===== config.mk =====
export PLATFORM = sky130hd
export DESIGN_NAME = register_file
export DESIGN_NICKNAME = d
export VERILOG_FILES = /design/src/rtl/register_file.sv
export SDC_FILE = /design/constraint.sdc
export NUM_CORES = 1
export LEC_CHECK = 0
export CAP_MARGIN = 20
export CORE_MARGIN = 2
export CORE_UTILIZATION = 52
export CTS_CLUSTER_DIAMETER = 120
export DETAILED_ROUTE_END_ITERATION = 8
export PLACE_DENSITY = 0.8
export SETUP_SLACK_MARGIN = 0.02
export SLEW_MARGIN = 15
export SYNTH_ARGS = -nofsm -noshare
export SYNTH_HDL_FRONTEND = slang
export SYNTH_SLANG_ARGS = --single-unit

===== constraint.sdc =====
create_clock -name clock -period 4.3 [get_ports clock]
set_input_delay 0.645 -clock clock [delete_from_list [all_inputs] [get_ports clock]]
set_output_delay 0.645 -clock clock [all_outputs]
set_load 0.02 [all_outputs]

===== src/rtl/register_file.sv =====
// register_file: 8 x 16-bit general-purpose register file for the CPU core.
// Two combinational read ports, one synchronous write port, and a fixed tap on R7.
// Reset is asynchronous and clears every register, including R0 and R7.
module register_file #(
   parameter int DATA_WIDTH = 16,
   parameter int ADDR_WIDTH = 3
) (
   input  logic                  clock,
   input  logic                  reset,
   input  logic                  write,
   input  logic [ADDR_WIDTH-1:0] rs_addr,
   input  logic [ADDR_WIDTH-1:0] rt_addr,
   input  logic [ADDR_WIDTH-1:0] rd_addr,
   input  logic [DATA_WIDTH-1:0] data,
   output logic [DATA_WIDTH-1:0] rs_data,
   output logic [DATA_WIDTH-1:0] rt_data,
   output logic [DATA_WIDTH-1:0] r7_data
);

   localparam int NUM_REGS = 2 ** ADDR_WIDTH;
   localparam logic [ADDR_WIDTH-1:0] LINK_REG = ADDR_WIDTH'(7);

   logic [DATA_WIDTH-1:0] r_regs [NUM_REGS];

   // Storage: reset wins over write; a write lands on the rising edge only.
   always_ff @(posedge clock or posedge reset) begin
      if (reset) begin
         for (int i = 0; i < NUM_REGS; i++) begin
            r_regs[i] <= '0;
         end
      end else if (write) begin
         r_regs[rd_addr] <= data;
      end
   end

   // Read ports: zero-latency, no write bypass, so a same-address read shows the old value until the edge.
   always_comb begin
      rs_data = r_regs[rs_addr];
      rt_data = r_regs[rt_addr];
      r7_data = r_regs[LINK_REG];
   end

endmodule


==> flow_summary.yaml <==
detailed_routing:
  wl_per_cell_um: 23.5
  routed_wirelength_mm: 15.3
  dr.pass1.iters: 4
  drc: 0
  vias: 4071
  drt_iter0_markers: 290
  viasPerCell: 6.23
  drtAntennaViolNets: 0
global_routing:
  first_global_vias: 4416
  globalRouteOverflowTotal: 0
  antenna_found_initial: 0
  grt_pass1_wl_mm: 24.7
  grt_max_degree: 71
  grt_usage: 0.225
sta:
  max_freq_ghz: 0.300
  worstMarginPinSlew_ps: 890
  setup_viol: 0
  tns_ps: 0
  fin_crit_ps: 3330
  rsz0062_at_grt: "false"
  fin_worst_skew_ps: 0
  slew-limit-headroom: 0.407
  final-hold-violation-count: 0
  period_share: 0.775
  finalMaxSlewViolations: 0
cts:
  htree_levels: 4
  holdBufCountCts: 0
  insertion_delay_ps: 410
  cts_tree: "built"
  clock_sinks: 128
  ctsResizeCount: 0
  cts_made_buffers: 17
  clk_path_buf_depth: 2
  cts-root-buf: "clkbuf_16"
  clk_pin_slew_ps: 50
  postCtsSetupBuffers: 0
min_path:
  min_path_cells: 1
  hold_class: "reg -> reg"
logic_synthesis:
  yosys.cell_count.top_type: "mux2_2"
  synth_top_area_cell: "dfrtp_1"
  synth_commonest_cells: "mux2_2, dfrtp_1, mux4_1, buf_4, mux4_2"
  avgSynthCellArea_um2: 17.4
  synthAdderAreaFrac: 0
  ys_types: 16
  synth_top_family_by_area: "multiplexers"
  synth_edf_count: 0
  synth.area.top_cells: "dfrtp_1, mux2_2, mux4_1, mux4_2, buf_4"
  synthSimpleGateAreaFrac: 0.0156
  synthMuxAreaShare: 0.477
  ys_seq_area_frac: 0.448
  synth_compound_area_frac: 0
  post_synth_xor_area_fraction: 0
  yosysTopAreaCellShare: 0.448
  async_flop_share: 1.00
  ys.flop_type: "dfrtp_1"
  synth_nets: 440
  synthesis.area_um2: 7160
  synth_warnings: 0
  synth_seq_cells: 128
  syn_inst: 412
cells_and_area:
  antenna_cells: 0
  drive_gt1_frac: 0.459
  fin_nets: 494
  syn_to_final_growth_pct: 17.7
  finish.instance_area_um2: 8430
worst_setup_path:
  cpPeakStageDelay_ps: 570
  cp_max_fo: 18
  reg2regPathDepth: 1
  path_cells: "buf_2 -> buf_12 -> mux4_1 -> mux2_2 -> clkdlybuf4s50_1"
  startpoint_type: "primary input"
  cp_slowest_cell: "mux4_1"
  critical_path.top_delay_family: "buffers and inverters"
  cp.depth: 5
  path_class: "in -> out"
  cp-end-kind: "output pin"
  cp.required_ps: 3650
  worstPathArrival_ps: 2690
  worst-path-buf-inv: 3
die:
  coreArea_um2: 13300
  initial_utilization: 0.536
  die_x_um: 121
  die_h_um: 121
  pin_count: 76
  rows: 42
  die_area_um2: 14700
power:
  peakVddDrop_mv: 0.324
  comb_power_share: 0.283
  swShare: 0.274
  seqPwrFrac: 0.398
  p_leak_nw: 3.55
  clockPowerShare: 0.319
  powerDensity_nw_per_um2: 498
  switchingPower_mw: 1.15
  power.internal_mw: 3.05
placed_design:
  io_buffers: 75
  place.gp.congestion: 0.744
  place_area_um2: 7880
  hpwl_mm: 9.26
job:
  max_cap_violations: 0
status:
  status: "finished, final reports clean"
-- logic make-up after synthesis --
family / after synthesis
simple gates: 8
flops: 128
buf+inv: 52
mux: 224
-- path summary, 6_finish.rpt --
path                        startpoint          end  slack (ps)
setup / recovery            rs_addr[2]  rs_data[10]         970
hold / removal             r_regs[112]  r_regs[112]         510
setup reg to reg            r7_data[3]   r7_data[3]        3450
hold reg to reg            r_regs[112]  r_regs[112]         510
max in group asynchronous        reset  r_regs[111]        2680
min in group asynchronous        reset   r_regs[48]         770
-- power by group through the flow --
| stage | logic, mW | registers (mW) | clock network, mW |
|---|---|---|---|
| 2_1_floorplan | 0.868 | 1.61 | 0 |
| 3_3_place_gp | 1.17 | 1.65 | 0 |
| 3_5_place_dp | 1.19 | 1.68 | 0 |
| 4_1_cts | 1.20 | 1.66 | 1.36 |
| 5_1_grt | 1.26 | 1.71 | 1.41 |
| 6_report | 1.19 | 1.67 | 1.34 |
-- area by class of cell --
type	count	area (µm²)
multi-input cells	232	3570
well taps	176	220
fillers	930	4920
clock inverters	6	57.6
repair buffers	86	876
clock buffers	24	492
flip-flops and latches	128	3200
inverters	1	6.26
-- layer usage --
| layer | wire, µm | track usage | vias to the layer above |
|---|---|---|---|
| met1 | 6530 | 0.298 | 2196 |
| li1 | - | - | 1753 |
| met5 | 0 | 0 | - |
| met3 | 590 | 0.0423 | 18 |
| met2 | 7990 | 0.374 | 104 |
| met4 | 236 | 0.0805 | 0 |
-- cells in the final DEF (no fill, tap or decap), types with 3 or more instances in the layout --
cell type,instances
buf_4,6
mux2_1,10
clkbuf_16,17
clkinv_2,4
nor4bb_4,3
dfrtp_1,128
mux2_2,150
mux4_2,18
buf_12,5
clkbuf_8,4
clkdlybuf4s50_1,71
clkbuf_1,3
mux4_1,46
nand4b_2,3
buf_2,4
-- through the flow --
stage                      util  hold slack [ps]  power, mW  cells  setup slack [ps]
after floorplan               -              465       2.47    412               242
after global placement    0.590              478       2.82    623               964
after detailed placement  0.590              491       2.87    623               952
after CTS                 0.631              503       4.22    653               929
after global routing      0.631              522       4.38    653               887
final                     0.631              505       4.20    653               968
-- registers in the layout, indices dropped and copies added (netlist names) --
name / flops
r7_data: 16
r_regs: 112
(Power assumes the default switching activity.)
==> patch 1: new RTL, same flow settings <==
Put a register stage on the output `r7_data`, cleared by the reset. The value now appears one clock later. The other outputs are not delayed to match.
--- a/src/rtl/register_file.sv
+++ b/src/rtl/register_file.sv
@@ -20,6 +20,8 @@
    localparam int NUM_REGS = 2 ** ADDR_WIDTH;
    localparam logic [ADDR_WIDTH-1:0] LINK_REG = ADDR_WIDTH'(7);
 
+   logic [DATA_WIDTH-1:0] r7_data_d;
+
    logic [DATA_WIDTH-1:0] r_regs [NUM_REGS];
 
    // Storage: reset wins over write; a write lands on the rising edge only.
@@ -37,7 +39,15 @@
    always_comb begin
       rs_data = r_regs[rs_addr];
       rt_data = r_regs[rt_addr];
-      r7_data = r_regs[LINK_REG];
+      r7_data_d = r_regs[LINK_REG];
+   end
+
+   always_ff @(posedge clock or posedge reset) begin
+      if (reset) begin
+         r7_data <= '0;
+      end else begin
+         r7_data <= r7_data_d;
+      end
    end
 
 endmodule
Formal check against the unedited RTL: not equivalent (a bounded check fails within 4 cycles, from zero or initial values and one cycle with reset high).
==> patch 1 against the unedited design <==
Setup slack got worse by 0.024 ns. Die area rose by 3.5%. Sequential share of layout area rose by 2.5 points. Routed wire length rose by 3.9%. Area after synthesis rose by 3.6%. First-iteration DRC count rose by 23%. Count of clock-buffer cells in the layout fell by 4. Design area rose by 5.5%. Total power rose by 8.0%. Clock power rose by 10%. Sequential cell count rose by 16. Critical path depth did not move. Hold slack got worse by 0.090 ns. Highest routed layer unchanged.
==> patch 1: results (changes against the unedited design) <==
<table>
<tr><th>Metric</th><th>Value</th></tr>
<tr><th colspan="2">Status</th></tr>
<tr><td>Outcome</td><td>complete, no violations (unchanged)</td></tr>
<tr><th colspan="2">Place</th></tr>
<tr><td>Cell Count Post-Placement</td><td>645 (was 623)</td></tr>
<tr><td>Half-perimeter wire length after detailed placement</td><td>9.657 mm (was 9.258 mm)</td></tr>
<tr><td>Instance area at placement</td><td>8285 sq um (was 7878 sq um)</td></tr>
<tr><td>GPL Wtd Cong</td><td>0.7572 (was 0.7436)</td></tr>
<tr><th colspan="2">STA</th></tr>
<tr><td>Layout Skew</td><td>0.003683 ns (was 0 ns)</td></tr>
<tr><td>Slew margin rel.</td><td>42.94% (was 40.68%)</td></tr>
<tr><th colspan="2">Hold path</th></tr>
<tr><td>Min-Delay Path Depth</td><td>0 (was 1)</td></tr>
<tr><td>Startpoint of the tightest hold check path</td><td>r7_data_d[6] (was r_regs[112])</td></tr>
<tr><th colspan="2">Power and ir drop</th></tr>
<tr><td>Cell Int Power</td><td>3.307 mW (was 3.045 mW)</td></tr>
<tr><td>Static leakage power</td><td>3.779 nW (was 3.551 nW)</td></tr>
<tr><td>Worst IR Drop VDD</td><td>399.1 uV (was 324.2 uV)</td></tr>
<tr><th colspan="2">Drt</th></tr>
<tr><td>Routed vias/inst</td><td>6.252 (was 6.234)</td></tr>
<tr><td>Count of vias placed by the detailed router</td><td>4,239 (was 4,071)</td></tr>
<tr><th colspan="2">Setup path</th></tr>
<tr><td>Reg-to-reg critical path startpoint</td><td>r7_data_d[13] (was r7_data[3])</td></tr>
<tr><td>Crit path arrival time</td><td>2.71 ns (was 2.69 ns)</td></tr>
<tr><th colspan="2">Global route</th></tr>
<tr><td>Wire length of the first global-routing pass</td><td>25.42 mm (was 24.67 mm)</td></tr>
<tr><td>Maximum number of pins on one net before global-route repair</td><td>76 (was 71)</td></tr>
<tr><td>Total track usage</td><td>22.90% (was 22.49%)</td></tr>
<tr><td>Vias in the first global route</td><td>4,497 (was 4,416)</td></tr>
<tr><th colspan="2">Logic synthesis</th></tr>
<tr><td>Count of distinct cell types in the synthesized netlist</td><td>14 (was 16)</td></tr>
<tr><td>Share of the yosys chip area belonging to registers</td><td>48.59% (was 44.76%)</td></tr>
<tr><td>Instance count of the mapped netlist</td><td>412 (unchanged)</td></tr>
<tr><td>Most area-consuming cells after synthesis</td><td>dfrtp_1, mux2_2, mux4_1 (unchanged)</td></tr>
<tr><td>Most numerous cell types in the synthesized netlist</td><td>mux2_2, dfrtp_1, mux4_1 (unchanged)</td></tr>
<tr><th colspan="2">Clocking</th></tr>
<tr><td>Worst-Skew Late Latency</td><td>0.43 ns (was 0.41 ns)</td></tr>
<tr><th colspan="2">Final layout</th></tr>
<tr><td>Layout filler cell count</td><td>974 (was 930)</td></tr>
<tr><td>Ratio of cells with drive above 1 in the final layout</td><td>46.59% (was 45.91%)</td></tr>
<tr><td>Final layout net count</td><td>513 (was 494)</td></tr>
</table>
[patch 1: cell types whose count changed after synthesis, sizes merged]
cell,before,now
dfrtp,128,144
buf,49,34
clkbuf,2,1
[patch 1: cell families (layout without fill, tap and decap cells)]
kind of cell           count (synthesis)  after routing  synth area share [%]
multiplexers                         224            224                 46.21
flip-flops                           144            144                 48.59
buffers and inverters                 36            122                 3.695
AND/OR/NAND/NOR                        8              8                 1.502
[patch 1: path summary, 6_finish.rpt]
check | end | slack, ns
max in group asynchronous | r_regs[99] | 2.78
min | r7_data[6] | 0.42
max reg2reg | r7_data_d[13] | 3.49
max | rs_data[14] | 0.94
min reg2reg | r7_data[6] | 0.42
min in group asynchronous | r7_data_d[8] | 0.56
[patch 1: metrics by stage]
| stage | util (%) | hold slack [ns] | worst slack, ns |
|---|---|---|---|
| 5_1_grt | 64.07 | 0.4372 | 0.8704 |
| 6_report | 64.07 | 0.4159 | 0.9431 |
| 2_1_floorplan | - | 0.3741 | 1.850 |
| 4_1_cts | 63.93 | 0.4201 | 0.9046 |
| 3_3_place_gp | 59.69 | 0.3972 | 0.9593 |
| 3_5_place_dp | 59.69 | 0.4068 | 0.9171 |
[patch 1: routing by layer]
layer | global-route usage [%] | vias up | part of all wire, %
li1 | - | 1808 | -
met1 | 30.68 | 2276 | 42
met2 | 36.68 | 135 | 51
met3 | 5.258 | 20 | 5.1
met4 | 8.807 | 0 | 1.7
met5 | 0 | - | 0
[patch 1: area by class of cell]
type	instances	area [sq um]	share of cell area (%)
flip-flops and latches	144	3603	40.52
clock buffers	20	446.7	5.023
inverters	1	7.507	0.08441
well taps	180	225.2	2.532
repair buffers	89	885.9	9.961
clock inverters	12	141.4	1.590
multi-input cells	232	3583	40.29
[patch 1: power by group through the flow]
stage               Combinational, mW  Clock, mW  Sequential, mW
floorplan                       0.776          0            1.84
global placement                 1.17          0            1.85
detailed placement               1.20          0            1.88
CTS                              1.20       1.50            1.86
global route                     1.27       1.55            1.90
finish                           1.19       1.48            1.86
==> patch 2: new RTL, same settings <==
Made on the original files. `DATA_WIDTH`: 16 -> 32.
--- a/src/rtl/register_file.sv
+++ b/src/rtl/register_file.sv
@@ -2,7 +2,7 @@
 // Two combinational read ports, one synchronous write port, and a fixed tap on R7.
 // Reset is asynchronous and clears every register, including R0 and R7.
 module register_file #(
-   parameter int DATA_WIDTH = 16,
+   parameter int DATA_WIDTH = 32,
    parameter int ADDR_WIDTH = 3
 ) (
    input  logic                  clock,
Ports: changed (resized data, r7_data, rs_data and rt_data); port bits go from 76 to 140. No check against the original RTL was run, so the function may have changed too.
==> patch 2 against the unedited design <==
Final cell count rose by 95%. Design area rose by 95%. Sequential cell count rose by 128. Synthesized cell count rose by 97%. Utilization fell by 1.7 points. Sequential power rose by 100%. Area after synthesis rose by 97%. Routed wire length rose by 110%. Total power rose by 93%. Maximum frequency fell by 1.5%. Setup slack got worse by 0.051 ns. Largest power group unchanged. Highest routed layer unchanged.
==> patch 2: results (changes against the unedited design) <==
<table>
<tr><th>Metric</th><th>Value</th></tr>
<tr><th colspan="2">Clocking</th></tr>
<tr><td>Worst-Skew Late Latency</td><td>0.53 ns (was 0.41 ns)</td></tr>
<tr><td>Count of instances resized after the clock tree is built</td><td>0 (unchanged)</td></tr>
<tr><td>Max Buffers Root-to-Sink</td><td>3 (was 2)</td></tr>
<tr><td>Clock-pin slew on the worst setup and hold paths</td><td>0.06 ns</td></tr>
<tr><td>Total CTS buffers</td><td>29 (was 17)</td></tr>
<tr><th colspan="2">Status</th></tr>
<tr><td>Outcome</td><td>complete, no violations (unchanged)</td></tr>
<tr><th colspan="2">Place</th></tr>
<tr><td>Instance area at placement</td><td>15,570 sq um (was 7878 sq um)</td></tr>
<tr><td>Half-perimeter wire length after detailed placement</td><td>19.37 mm (was 9.258 mm)</td></tr>
<tr><td>Port buffer count</td><td>139 (was 75)</td></tr>
<tr><td>Pre-CTS WS</td><td>0.8832 ns (was 0.9516 ns)</td></tr>
<tr><td>GPL Wtd Cong</td><td>0.7341 (was 0.7436)</td></tr>
<tr><th colspan="2">Power and ir drop</th></tr>
<tr><td>Cell Int Power</td><td>5.819 mW (was 3.045 mW)</td></tr>
<tr><td>Worst IR Drop VDD</td><td>266.2 uV (was 324.2 uV)</td></tr>
<tr><td>Static leakage power</td><td>6.949 nW (was 3.551 nW)</td></tr>
<tr><th colspan="2">Final layout</th></tr>
<tr><td>Max FFs per register</td><td>224 (was 112)</td></tr>
<tr><td>Layout filler cell count</td><td>1,971 (was 930)</td></tr>
<tr><td>Final layout net count</td><td>956 (was 494)</td></tr>
<tr><th colspan="2">Logic synthesis</th></tr>
<tr><td>Portion of netlist area occupied by mux cells</td><td>49.03% (was 47.73%)</td></tr>
<tr><td>Most numerous cell types in the synthesized netlist</td><td>mux2_2, dfrtp_1, mux4_1 (unchanged)</td></tr>
<tr><td>Post-Syn Nets</td><td>856 (was 440)</td></tr>
<tr><td>Most area-consuming cells after synthesis</td><td>dfrtp_1, mux2_2, mux4_1 (unchanged)</td></tr>
<tr><th colspan="2">Drt</th></tr>
<tr><td>Initial drt markers</td><td>647 (was 290)</td></tr>
<tr><td>Count of vias placed by the detailed router</td><td>8,016 (was 4,071)</td></tr>
<tr><th colspan="2">Global route</th></tr>
<tr><td>Vias in the first global route</td><td>8,605 (was 4,416)</td></tr>
<tr><td>Maximum number of pins on one net before global-route repair</td><td>75 (was 71)</td></tr>
<tr><td>Wire length of the first global-routing pass</td><td>50.41 mm (was 24.67 mm)</td></tr>
<tr><td>Total track usage</td><td>23.00% (was 22.49%)</td></tr>
<tr><th colspan="2">STA</th></tr>
<tr><td>Worst slew pin tran</td><td>0.9045 ns (was 0.8899 ns)</td></tr>
<tr><td>Final critical delay including setup and external delays</td><td>3.383 ns (was 3.332 ns)</td></tr>
</table>
-- patch 2: logic make-up after synthesis --
logic type / count (synthesis)
muxes: 448
buffers and inverters: 100
and+or+nand+nor: 8
DFF: 256
-- patch 2: final timing paths --
check,from,end,cells past startpoint
worst max-delay path,rt_addr[0],rt_data[19],5
worst min register to register,r_regs[214],r_regs[214],1
max in group asynchronous,reset,r_regs[203],3
worst min-delay path,r_regs[214],r_regs[214],1
min in group asynchronous,reset,r7_data[0],2
worst max register to register,r7_data[29],r7_data[29],1
-- patch 2: metal layers --
layer,part of all wire (%),up-vias,track usage [%]
met5,0,-,0
met4,1.4,0,4.685
met3,4.9,37,2.899
met2,50,206,38.79
met1,44,4337,32.65
li1,-,3436,-
-- patch 2: area by class of cell --
cell class,instances,area (sq um),share of cell area [%]
Multi-Input combinational cell,456,7038,42.73
Sequential cell,256,6406,38.89
Timing Repair Buffer,168,1689,10.26
Clock buffer,45,845.8,5.135
Tap cell,341,426.7,2.590
Clock inverter,6,57.56,0.3494
Inverter,1,7.507,0.04558
-- patch 2: power by group through the flow --
stage	clock, mW	sequential, mW	combinational [mW]
floorplan	0	3.21	1.75
global placement	0	3.32	2.37
detailed placement	0	3.37	2.42
CTS	2.39	3.33	2.43
global route	2.49	3.41	2.56
finish	2.35	3.34	2.40
-- patch 2: through the flow --
step | util [%] | total power [mW] | cells
final | 61.46 | 8.086 | 1273
after CTS | 61.46 | 8.155 | 1273
after global routing | 61.46 | 8.459 | 1273
after floorplan | - | 4.962 | 812
after global placement | 58.09 | 5.693 | 1222
after detailed placement | 58.09 | 5.785 | 1222
